$ cat src/rtl/sram_fb_arbiter.sv
// sram_fb_arbiter: shares one asynchronous SRAM between a pixel writer
// (valid/ready) and the VGA scan-out prefetcher. The prefetcher fills a small
// first-word-fall-through FIFO. All SRAM pins are registered, and the block
// performs one access per clock. A single TURN cycle separates reads from
// writes so the pad drivers never fight.
module sram_fb_arbiter #(
    parameter int ADDR_W     = 20,
    parameter int DATA_W     = 16,
    parameter int FIFO_DEPTH = 16,
    parameter int LOW_WATER  = 4,
    parameter int H_RES      = 640,
    parameter int V_RES      = 480,
    parameter int BASE_ADDR  = 0
) (
    input  logic              clk108,
    input  logic              rst,
    input  logic              frame_start,
    input  logic              pix_rd,
    output logic [DATA_W-1:0] pix_data,
    output logic              pix_valid,
    output logic              underflow,
    input  logic              wr_valid,
    input  logic [ADDR_W-1:0] wr_addr,
    input  logic [DATA_W-1:0] wr_data,
    input  logic [1:0]        wr_be,
    output logic              wr_ready,
    output logic [ADDR_W-1:0] sram_addr,
    output logic [DATA_W-1:0] sram_dq_out,
    output logic              sram_dq_oe,
    input  logic [DATA_W-1:0] sram_dq_in,
    output logic              sram_ce_n,
    output logic              sram_oe_n,
    output logic              sram_we_n,
    output logic              sram_ub_n,
    output logic              sram_lb_n
);

    localparam int PTR_W = $clog2(FIFO_DEPTH);
    localparam int CNT_W = PTR_W + 1;
    localparam int LVL_W = PTR_W + 2;
    localparam logic [ADDR_W-1:0] BASE_A = ADDR_W'(BASE_ADDR);
    localparam logic [ADDR_W-1:0] LAST_A = ADDR_W'(BASE_ADDR + H_RES * V_RES - 1);
    localparam logic [LVL_W-1:0]  LOW_L  = LVL_W'(LOW_WATER);
    localparam logic [LVL_W-1:0]  FULL_L = LVL_W'(FIFO_DEPTH);

    // State names describe what the SRAM pins are doing in the current cycle.
    typedef enum logic [1:0] {IDLE, READ, WRITE, TURN} state_t;

    state_t              state_q, state_d;
    logic [ADDR_W-1:0]   scan_addr_q, scan_addr_d;
    logic [CNT_W-1:0]    count_q, count_d;
    logic [PTR_W-1:0]    rd_ptr_q, rd_ptr_d;
    logic [PTR_W-1:0]    wr_ptr_q, wr_ptr_d;
    logic                underflow_q, underflow_d;
    logic [ADDR_W-1:0]   sram_addr_q, sram_addr_d;
    logic [DATA_W-1:0]   dq_out_q, dq_out_d;
    logic                dq_oe_q, dq_oe_d;
    logic                ce_n_q, ce_n_d;
    logic                oe_n_q, oe_n_d;
    logic                we_n_q, we_n_d;
    logic                ub_n_q, ub_n_d;
    logic                lb_n_q, lb_n_d;

    logic [DATA_W-1:0]   fifo_mem [FIFO_DEPTH];
    logic [LVL_W-1:0]    level;
    logic                do_read;
    logic                do_write;
    logic                push;
    logic                pop;
    logic                fifo_empty;
    logic [1:0]          lane_n_d;

    // A read on the pins this cycle is data already owed to the FIFO, so it counts toward the fill level.
    assign level      = {1'b0, count_q} + LVL_W'(state_q == READ);
    assign fifo_empty = (count_q == '0);
    assign push       = (state_q == READ) && !frame_start;
    assign pop        = pix_rd && !fifo_empty && !frame_start;

    // Access decision: starving scan-out beats the writer, the writer beats opportunistic prefetch.
    always_comb begin
        state_d  = IDLE;
        do_read  = 1'b0;
        do_write = 1'b0;
        if (!rst || frame_start) begin
            state_d = IDLE;
        end else if (level <= LOW_L) begin
            if (state_q == WRITE) begin
                state_d = TURN;
            end else begin
                state_d = READ;
                do_read = 1'b1;
            end
        end else if (wr_valid) begin
            if (state_q == READ) begin
                state_d = TURN;
            end else begin
                state_d  = WRITE;
                do_write = 1'b1;
            end
        end else if (level < FULL_L) begin
            if (state_q == WRITE) begin
                state_d = TURN;
            end else begin
                state_d = READ;
                do_read = 1'b1;
            end
        end
    end

    // Byte-lane strobes: reads enable both lanes, writes follow wr_be, otherwise both lanes are off.
    genvar gi;
    generate
        for (gi = 0; gi < 2; gi++) begin : g_lane
            assign lane_n_d[gi] = do_write ? ~wr_be[gi] : ~do_read;
        end
    endgenerate

    // Next values for the registered SRAM pins. Address holds when idle; write data is zeroed when not driving.
    always_comb begin
        sram_addr_d = sram_addr_q;
        dq_out_d    = '0;
        dq_oe_d     = 1'b0;
        ce_n_d      = 1'b1;
        oe_n_d      = 1'b1;
        we_n_d      = 1'b1;
        ub_n_d      = lane_n_d[1];
        lb_n_d      = lane_n_d[0];
        if (do_read) begin
            sram_addr_d = scan_addr_q;
            ce_n_d      = 1'b0;
            oe_n_d      = 1'b0;
        end else if (do_write) begin
            sram_addr_d = wr_addr;
            dq_out_d    = wr_data;
            dq_oe_d     = 1'b1;
            ce_n_d      = 1'b0;
            we_n_d      = 1'b0;
        end
    end

    // Scan address, FIFO bookkeeping and the sticky underflow flag.
    always_comb begin
        scan_addr_d = scan_addr_q;
        count_d     = count_q;
        rd_ptr_d    = rd_ptr_q;
        wr_ptr_d    = wr_ptr_q;
        underflow_d = underflow_q;
        if (frame_start) begin
            scan_addr_d = BASE_A;
            count_d     = '0;
            rd_ptr_d    = '0;
            wr_ptr_d    = '0;
            underflow_d = 1'b0;
        end else begin
            if (do_read) begin
                scan_addr_d = (scan_addr_q == LAST_A) ? BASE_A : scan_addr_q + 1'b1;
            end
            if (push) begin
                wr_ptr_d = wr_ptr_q + 1'b1;
            end
            if (pop) begin
                rd_ptr_d = rd_ptr_q + 1'b1;
            end
            if (push && !pop) begin
                count_d = count_q + 1'b1;
            end else if (pop && !push) begin
                count_d = count_q - 1'b1;
            end
            if (pix_rd && fifo_empty) begin
                underflow_d = 1'b1;
            end
        end
    end

    // State and pin registers. Reset forces the strobes high, which also drops any accepted write.
    always_ff @(posedge clk108) begin
        if (!rst) begin
            state_q     <= IDLE;
            scan_addr_q <= BASE_A;
            count_q     <= '0;
            rd_ptr_q    <= '0;
            wr_ptr_q    <= '0;
            underflow_q <= 1'b0;
            sram_addr_q <= BASE_A;
            dq_out_q    <= '0;
            dq_oe_q     <= 1'b0;
            ce_n_q      <= 1'b1;
            oe_n_q      <= 1'b1;
            we_n_q      <= 1'b1;
            ub_n_q      <= 1'b1;
            lb_n_q      <= 1'b1;
        end else begin
            state_q     <= state_d;
            scan_addr_q <= scan_addr_d;
            count_q     <= count_d;
            rd_ptr_q    <= rd_ptr_d;
            wr_ptr_q    <= wr_ptr_d;
            underflow_q <= underflow_d;
            sram_addr_q <= sram_addr_d;
            dq_out_q    <= dq_out_d;
            dq_oe_q     <= dq_oe_d;
            ce_n_q      <= ce_n_d;
            oe_n_q      <= oe_n_d;
            we_n_q      <= we_n_d;
            ub_n_q      <= ub_n_d;
            lb_n_q      <= lb_n_d;
        end
    end

    // Prefetch storage: the read data on the pad is captured at the edge that ends the READ cycle.
    always_ff @(posedge clk108) begin
        if (push) begin
            fifo_mem[wr_ptr_q] <= sram_dq_in;
        end
    end

    assign pix_data    = fifo_empty ? '0 : fifo_mem[rd_ptr_q];
    assign pix_valid   = !fifo_empty;
    assign underflow   = underflow_q;
    assign wr_ready    = do_write;
    assign sram_addr   = sram_addr_q;
    assign sram_dq_out = dq_out_q;
    assign sram_dq_oe  = dq_oe_q;
    assign sram_ce_n   = ce_n_q;
    assign sram_oe_n   = oe_n_q;
    assign sram_we_n   = we_n_q;
    assign sram_ub_n   = ub_n_q;
    assign sram_lb_n   = lb_n_q;

endmodule

$ cat config.mk
export PLATFORM = sky130hd
export DESIGN_NAME = sram_fb_arbiter
export DESIGN_NICKNAME = d
export VERILOG_FILES = /design/src/rtl/sram_fb_arbiter.sv
export SDC_FILE = /design/constraint.sdc
export NUM_CORES = 1
export LEC_CHECK = 0
export ABC_AREA = 1
export BUFFER_PORTS_ARGS = -buffer_cell sky130_fd_sc_hd__buf_4
export CELL_PAD_IN_SITES_DETAIL_PLACEMENT = 1
export CELL_PAD_IN_SITES_GLOBAL_PLACEMENT = 2
export CORE_MARGIN = 2
export CORE_UTILIZATION = 40
export CTS_BUF_LIST = sky130_fd_sc_hd__clkbuf_4
export CTS_CLUSTER_DIAMETER = 50
export DETAILED_ROUTE_END_ITERATION = 8
export PLACE_DENSITY = 0.76
export RECOVER_POWER = 25
export SLEW_MARGIN = 20
export SYNTH_ARGS = -nofsm -noshare
export SYNTH_HDL_FRONTEND = slang
export SYNTH_SLANG_ARGS = --single-unit
$ cat constraint.sdc
create_clock -name clk108 -period 2.8 [get_ports clk108]
set_input_delay 0.28 -clock clk108 [delete_from_list [all_inputs] [get_ports clk108]]
set_output_delay 0.28 -clock clk108 [all_outputs]
set_load 0.02 [all_outputs]
-- Yosys cells after proc, flatten, opt, wreduce, memory -nomap -nowiden
Memory sizes are Yosys's and may differ from the RTL's. A register that Yosys moved wholly into a read port is not among the register bits.
Cells that the tools add are included.
- memories kept: 1
- input port bits: 59
- output and inout port bits: 61
- register bits: 78
- latch bits: 0
- word-level logic and storage cells: 80
- bits in writable memories: 256
- ROM bits: 0
- bitwise operators: 5
- eq/ne operators: 3
- muxes and demuxes: 30
- add/subtract/negate cells: 6
- magnitude comparators: 2
- reduce and logical (&&, ||, !) cells: 19
- multipliers: 0
- divide/modulo/power cells: 0
- shifts and indexed selects: 0
- memories (memory ; depth ; width ; rd ports ; clocked after Yosys merged registers in ; wr ports ; line ; source):
    fifo_mem ; 16 ; 16 ; 1 ; 1 ; 1 ; 64 ; logic [DATA_W-1:0] fifo_mem [FIFO_DEPTH];
- operator list (operator ; number):
    $mux W20 ; 3
    $add A20 B1 Y20 const B ; 1
    $eq A20 B19 Y1 const B ; 1
    $mux W1 ; 18
    $mux W16 ; 1
    $mux W5 ; 2
    $add A4 B1 Y4 const B ; 2
    $mux W2 ; 4
    $mux W4 ; 2
    $add A5 B1 Y6 ; 1
    $le A6 B3 Y1 const B ; 1
    $logic_and A1 B1 Y1 ; 6
    $lt A6 B5 Y1 const B ; 1
    $reduce_or A2 Y1 ; 3
    $add A5 B1 Y5 const B ; 1
    $logic_not A1 Y1 ; 5
    $logic_not A5 Y1 ; 1
    $not A1 Y1 ; 5
    $sub A5 B1 Y5 const B ; 1
    $reduce_bool A2 Y1 ; 2
    $reduce_or A3 Y1 ; 1
    $eq A2 B1 Y1 const B ; 1
    $eq A2 B2 Y1 const B ; 1
    $logic_or A1 B1 Y1 ; 1

-- Longest topological paths before layout
- depth in word-level cells: 9
- gate-level depth with buffers: 16
- depth with buffers taken out: 15

-- Least setup slack after synthesis
No wires, ideal clock.
- kind: register to register
- start: register count_q[1]
- end: register count_q[4]
- stages on the path, launching flop included: 15
- library setup time: 0.070 ns
- path buffers: 0
- arrival: 2.305 ns
- data required time: 2.730 ns
- setup slack: 0.426 ns
- period minus slack after synthesis: 2.374 ns
- cells stage by stage: dfxtp_1 -> inv_1 -> nand4_1 -> nand2_1 -> nor2_2 -> inv_1 -> ha_1 -> inv_1 -> ha_1 -> nand2_1 -> nor2_1 -> a211oi_1 -> xor2_1 -> nand2_1 -> a21oi_1
- word-level cells in the longest chain between the ends: 7
- elaborated cells on any way between the ends: 12
- those cells by class: add/sub: 2; mux: 2; reduce/logical: 8
- ends and longest elaborated chain (item ; line ; source):
    start: declaration ; 51 ; logic [CNT_W-1:0] count_q, count_d;
    start signal: assignment ; 195 ; count_q <= count_d;
    $logic_not A5 Y1 (*) ; 75 ; assign fifo_empty = (count_q == '0);
    $logic_not A1 Y1 (*) ; -- ;
    via pix_valid ; 20 ; output logic pix_valid,
    $logic_and A1 B1 Y1 (*) (2 in series) ; 77 ; assign pop = pix_rd && !fifo_empty && !frame_start;
    $logic_not A1 Y1 ; 164 ; if (push && !pop) begin
    $logic_and A1 B1 Y1 ; 164 ;
    $mux W5 or $reduce_bool A2 Y1 (tied branches) ; -- ;
The timed path passes the listed nets; every way through them passes the cells marked *. The select of a mux whose other input is x is not followed.
A chain may end at the register's enable or synchronous reset.

==> metrics.md <==
| Metric | Value |
|---|---|
| Status | `finished, final reports clean` |
| Largest net degree at the start of global routing | `65` |
| EDFF count, synth | `256` |
| First-pass GRT wire length | `65310 um` |
| Post-synth top area cell | `edfxtp_1` |
| Sw Pwr | `2.595 mW` |
| CTS tree | `done` |
| Final instance area | `0.01818 sq mm` |
| Cells after synthesis | `1278` |
| Most used cell along the critical path | `buf_4` |
| Synthesized area per cell | `11.04 sq um` |
| Finished Layout Cells | `2080` |
| CP peak stage delay | `0.35 ns` |
| Period utilization | `0.9771` |
| Vias per cell | `5.352` |
| CTS H-tree lvls | `3` |
| Setup TNS | `0 ns` |
| Synth warn | `0` |
| Worst-path clk slew | `0.06 ns` |
| Layout cells sized above 1 | `0.2528` |
| Register area share after synthesis | `0.6610` |
| Row count | `68` |
| #FFs+latches synth | `338` |
| Slew HR | `0.5066` |
| HP Class | `input port to flop` |
| Total congestion overflow | `0` |
| Total iterations of the first detailed-routing run | `5` |
| Vias in the first global route | `11480` |
| Slowest CP cell | `dfxtp_4` |
| Post-layout min period | `2.736 ns` |
| Max Cap Violations | `0` |
| Final core occ | `0.5250` |
| Root Buffer | `clkbuf_4` |
| Number of buffers created by CTS | `91` |
| WP data required | `2.52 ns` |
| Clk pwr share | `0.425` |
| Final max-slew violation count | `0` |
| Synthesized cell area | `0.01411 sq mm` |
| CP Max Fanout | `10` |
| CP arrival | `2.46 ns` |
| P&R area growth vs syn | `28.82%` |
| Share of synthesized registers carrying an async set or reset | `0` |
| Placeable Area | `0.03463 sq mm` |
| Routed via count | `11130` |
| Pwr dens | `596.5 mW/mm^2` |
| 1st-iter DRT viols | `671` |
| Mapped Nets | `1350` |
| Cell internal pwr | `8.250 mW` |
| Fin. Hold Viols | `0` |
| DP Wirelength | `23790 um` |
| GP Congestion | `0.7850` |
| Initial antenna violation count | `2` |
| Combinational power share | `0.074` |
| Metal3 WL | `1777 um` |
| I/O Buffers | `119` |
| Die area | `0.03680 sq mm` |
| Final hold slack | `0.2673 ns` |
| Total clock sinks | `338` |
| Worst-Skew Late Latency | `0.79 ns` |
| RSZ-0062 raised after global routing | `yes` |
| Ports | `120` |
| Residual DRC | `0` |
| Initial Util | `0.4076` |
| Antenna viol nets, final | `0` |
| Worst-margin pin slew | `0.7401 ns` |
| Placed Cells | `1815` |
| Die Width | `191.8 um` |
| Post-synthesis cell type count | `35` |
| DR top layer | `met4` |
| Fin nets | `1621` |
| Layout Skew | `0.04553 ns` |
| WL met1 | `19020 um` |
| Leading post-synthesis cells by cell area | `edfxtp_1 54%, dfxtp_1 12%, nor2_1 4.8%` |
| Peak VDD IR | `0.2992 mV` |
| Synth top area share | `0.5447` |
| Die height | `191.8 um` |
| Crit path kind | `flop to primary output` |
| Register share of total power | `0.500` |
| DP Area | `0.01566 sq mm` |
| Met2 WL | `22870 um` |
| CP cell instances | `buf_12, inv_12, buf_4, nor2_1, o221ai_1, nand3_1, a21oi_1, buf_4` |
| Worst setup EP type | `primary output` |
| Main synth FF type | `edfxtp_1` |
| Leak Pwr | `6.777 nW` |
| Routed wire length | `44690 um` |
| Maximum clock rate | `365.5 MHz` |
| Tot GR Track Use | `0.2355` |
| Final setup vio count | `0` |
| Setup crit start kind | `flop` |
| Switching part of the total power | `0.2393` |
| Max clock buf depth | `3` |
| Routed WL per cell | `21.49 um` |
==> through the flow <==
stage	setup WS [ns]	total power, mW
after floorplan	0.4257	5.863
after global placement	0.3839	6.145
after detailed placement	0.2600	6.158
after CTS	-0.04386	10.89
after global routing	-0.07076	11.31
final	0.06412	10.84
==> power groups by stage <==
stage                     combinational [mW]  sequential, mW  clock, mW
after floorplan                        0.320            5.54          0
after global placement                 0.611            5.53          0
after detailed placement               0.623            5.54          0
after CTS                              0.750            5.43       4.72
after global routing                   0.868            5.43       5.02
final                                  0.804            5.43       4.61
==> metal layers <==
metal  up-vias  GRT usage
li1       5150          -
met1      5645     0.2943
met2       265     0.4077
met3        73    0.04586
met4         0    0.08047
met5         -          0
==> critical path: cells and delay by family (launching register included) <==
family	cells	cell delay (ns)
buffers and inverters	4	0.66
and+or+nand+nor	2	0.18
AOI/OAI and AO/OA	2	0.51
DFF	1	0.35
==> cell usage in the layout (no fill, tap or decap), types with 3 or more instances in the layout <==
master / instances
nor2_2: 20
edfxtp_1: 256
a21oi_1: 69
buf_16: 8
xor2_1: 11
nor2_1: 166
clkinv_1: 9
inv_1: 77
clkbuf_4: 151
clkbuf_1: 13
diode_2: 3
inv_2: 8
buf_8: 3
o21ai_1: 6
dfxtp_1: 77
nand4_1: 19
a32oi_1: 5
clkinv_2: 3
o221ai_1: 51
ha_1: 10
buf_12: 11
buf_6: 6
nand2_1: 153
xnor2_1: 3
nand3_1: 95
buf_4: 150
o21ai_0: 69
clkbuf_16: 6
nand2_2: 4
nand2_4: 3
o21bai_1: 54
nand3b_1: 7
dfxtp_2: 3
a21oi_2: 13
dlygate4sd3_1: 58
o221ai_2: 3
==> kinds of logic after synthesis <==
logic type | synth area share
compound gates | 0.1221
xor+xnor | 0.008688
fa+ha+maj | 0.01206
buf+inv | 0.05106
flops | 0.6610
simple gates | 0.1451
==> layout make-up <==
| cell class | count | area [sq um] |
|---|---|---|
| multi-input cells | 775 | 4225 |
| flip-flops and latches | 338 | 9340 |
| inverters | 87 | 349.1 |
| diodes | 3 | 7.507 |
| clock buffers | 151 | 1134 |
| repair inverters | 1 | 8.758 |
| fillers | 3750 | 16450 |
| clock inverters | 15 | 88.84 |
| well taps | 455 | 569.3 |
| repair buffers | 255 | 2459 |
==> timing repair <==
action / in CTS / in global routing
buffers inserted: 12 / 13
setup endpoints to repair: 17 / 20
hold buffers: 58 / 0
pin swaps: 6 / 16
endpoints found under the hold margin: 309 / 0
resized for setup: 22 / 34
cloned: 7 / 7
==> registers in the layout (all words and copies together) (netlist names), 2 cells and up, named ones only <==
signal,cells
rd_ptr_q,4
sram_addr,20
state_q,2
wr_ptr_q,4
sram_dq_out,16
scan_addr_q,20
fifo_mem,256
count_q,5
==> Yosys cell counts, types with 12 or more instances <==
cell type / instances
a21oi_1: 82
buf_2: 27
o21ai_0: 71
nand2_1: 155
clkbuf_1: 34
inv_1: 79
edfxtp_1: 256
o221ai_1: 54
nand3_1: 96
o21bai_1: 54
ha_1: 12
nand4_1: 19
dfxtp_1: 82
nor2_1: 182
==> worst paths after layout <==
check                start       endpoint  slack, ns  cells past startpoint
max reg2reg     state_q[0]  sram_addr[18]       0.13                     17
max                   flop   pix_data[10]       0.06                      8
min reg2reg  sram_addr[17]  sram_addr[17]       0.49                      2
min               wr_be[1]      sram_ub_n       0.27                      3
Power figures use the tool's default switching activity.
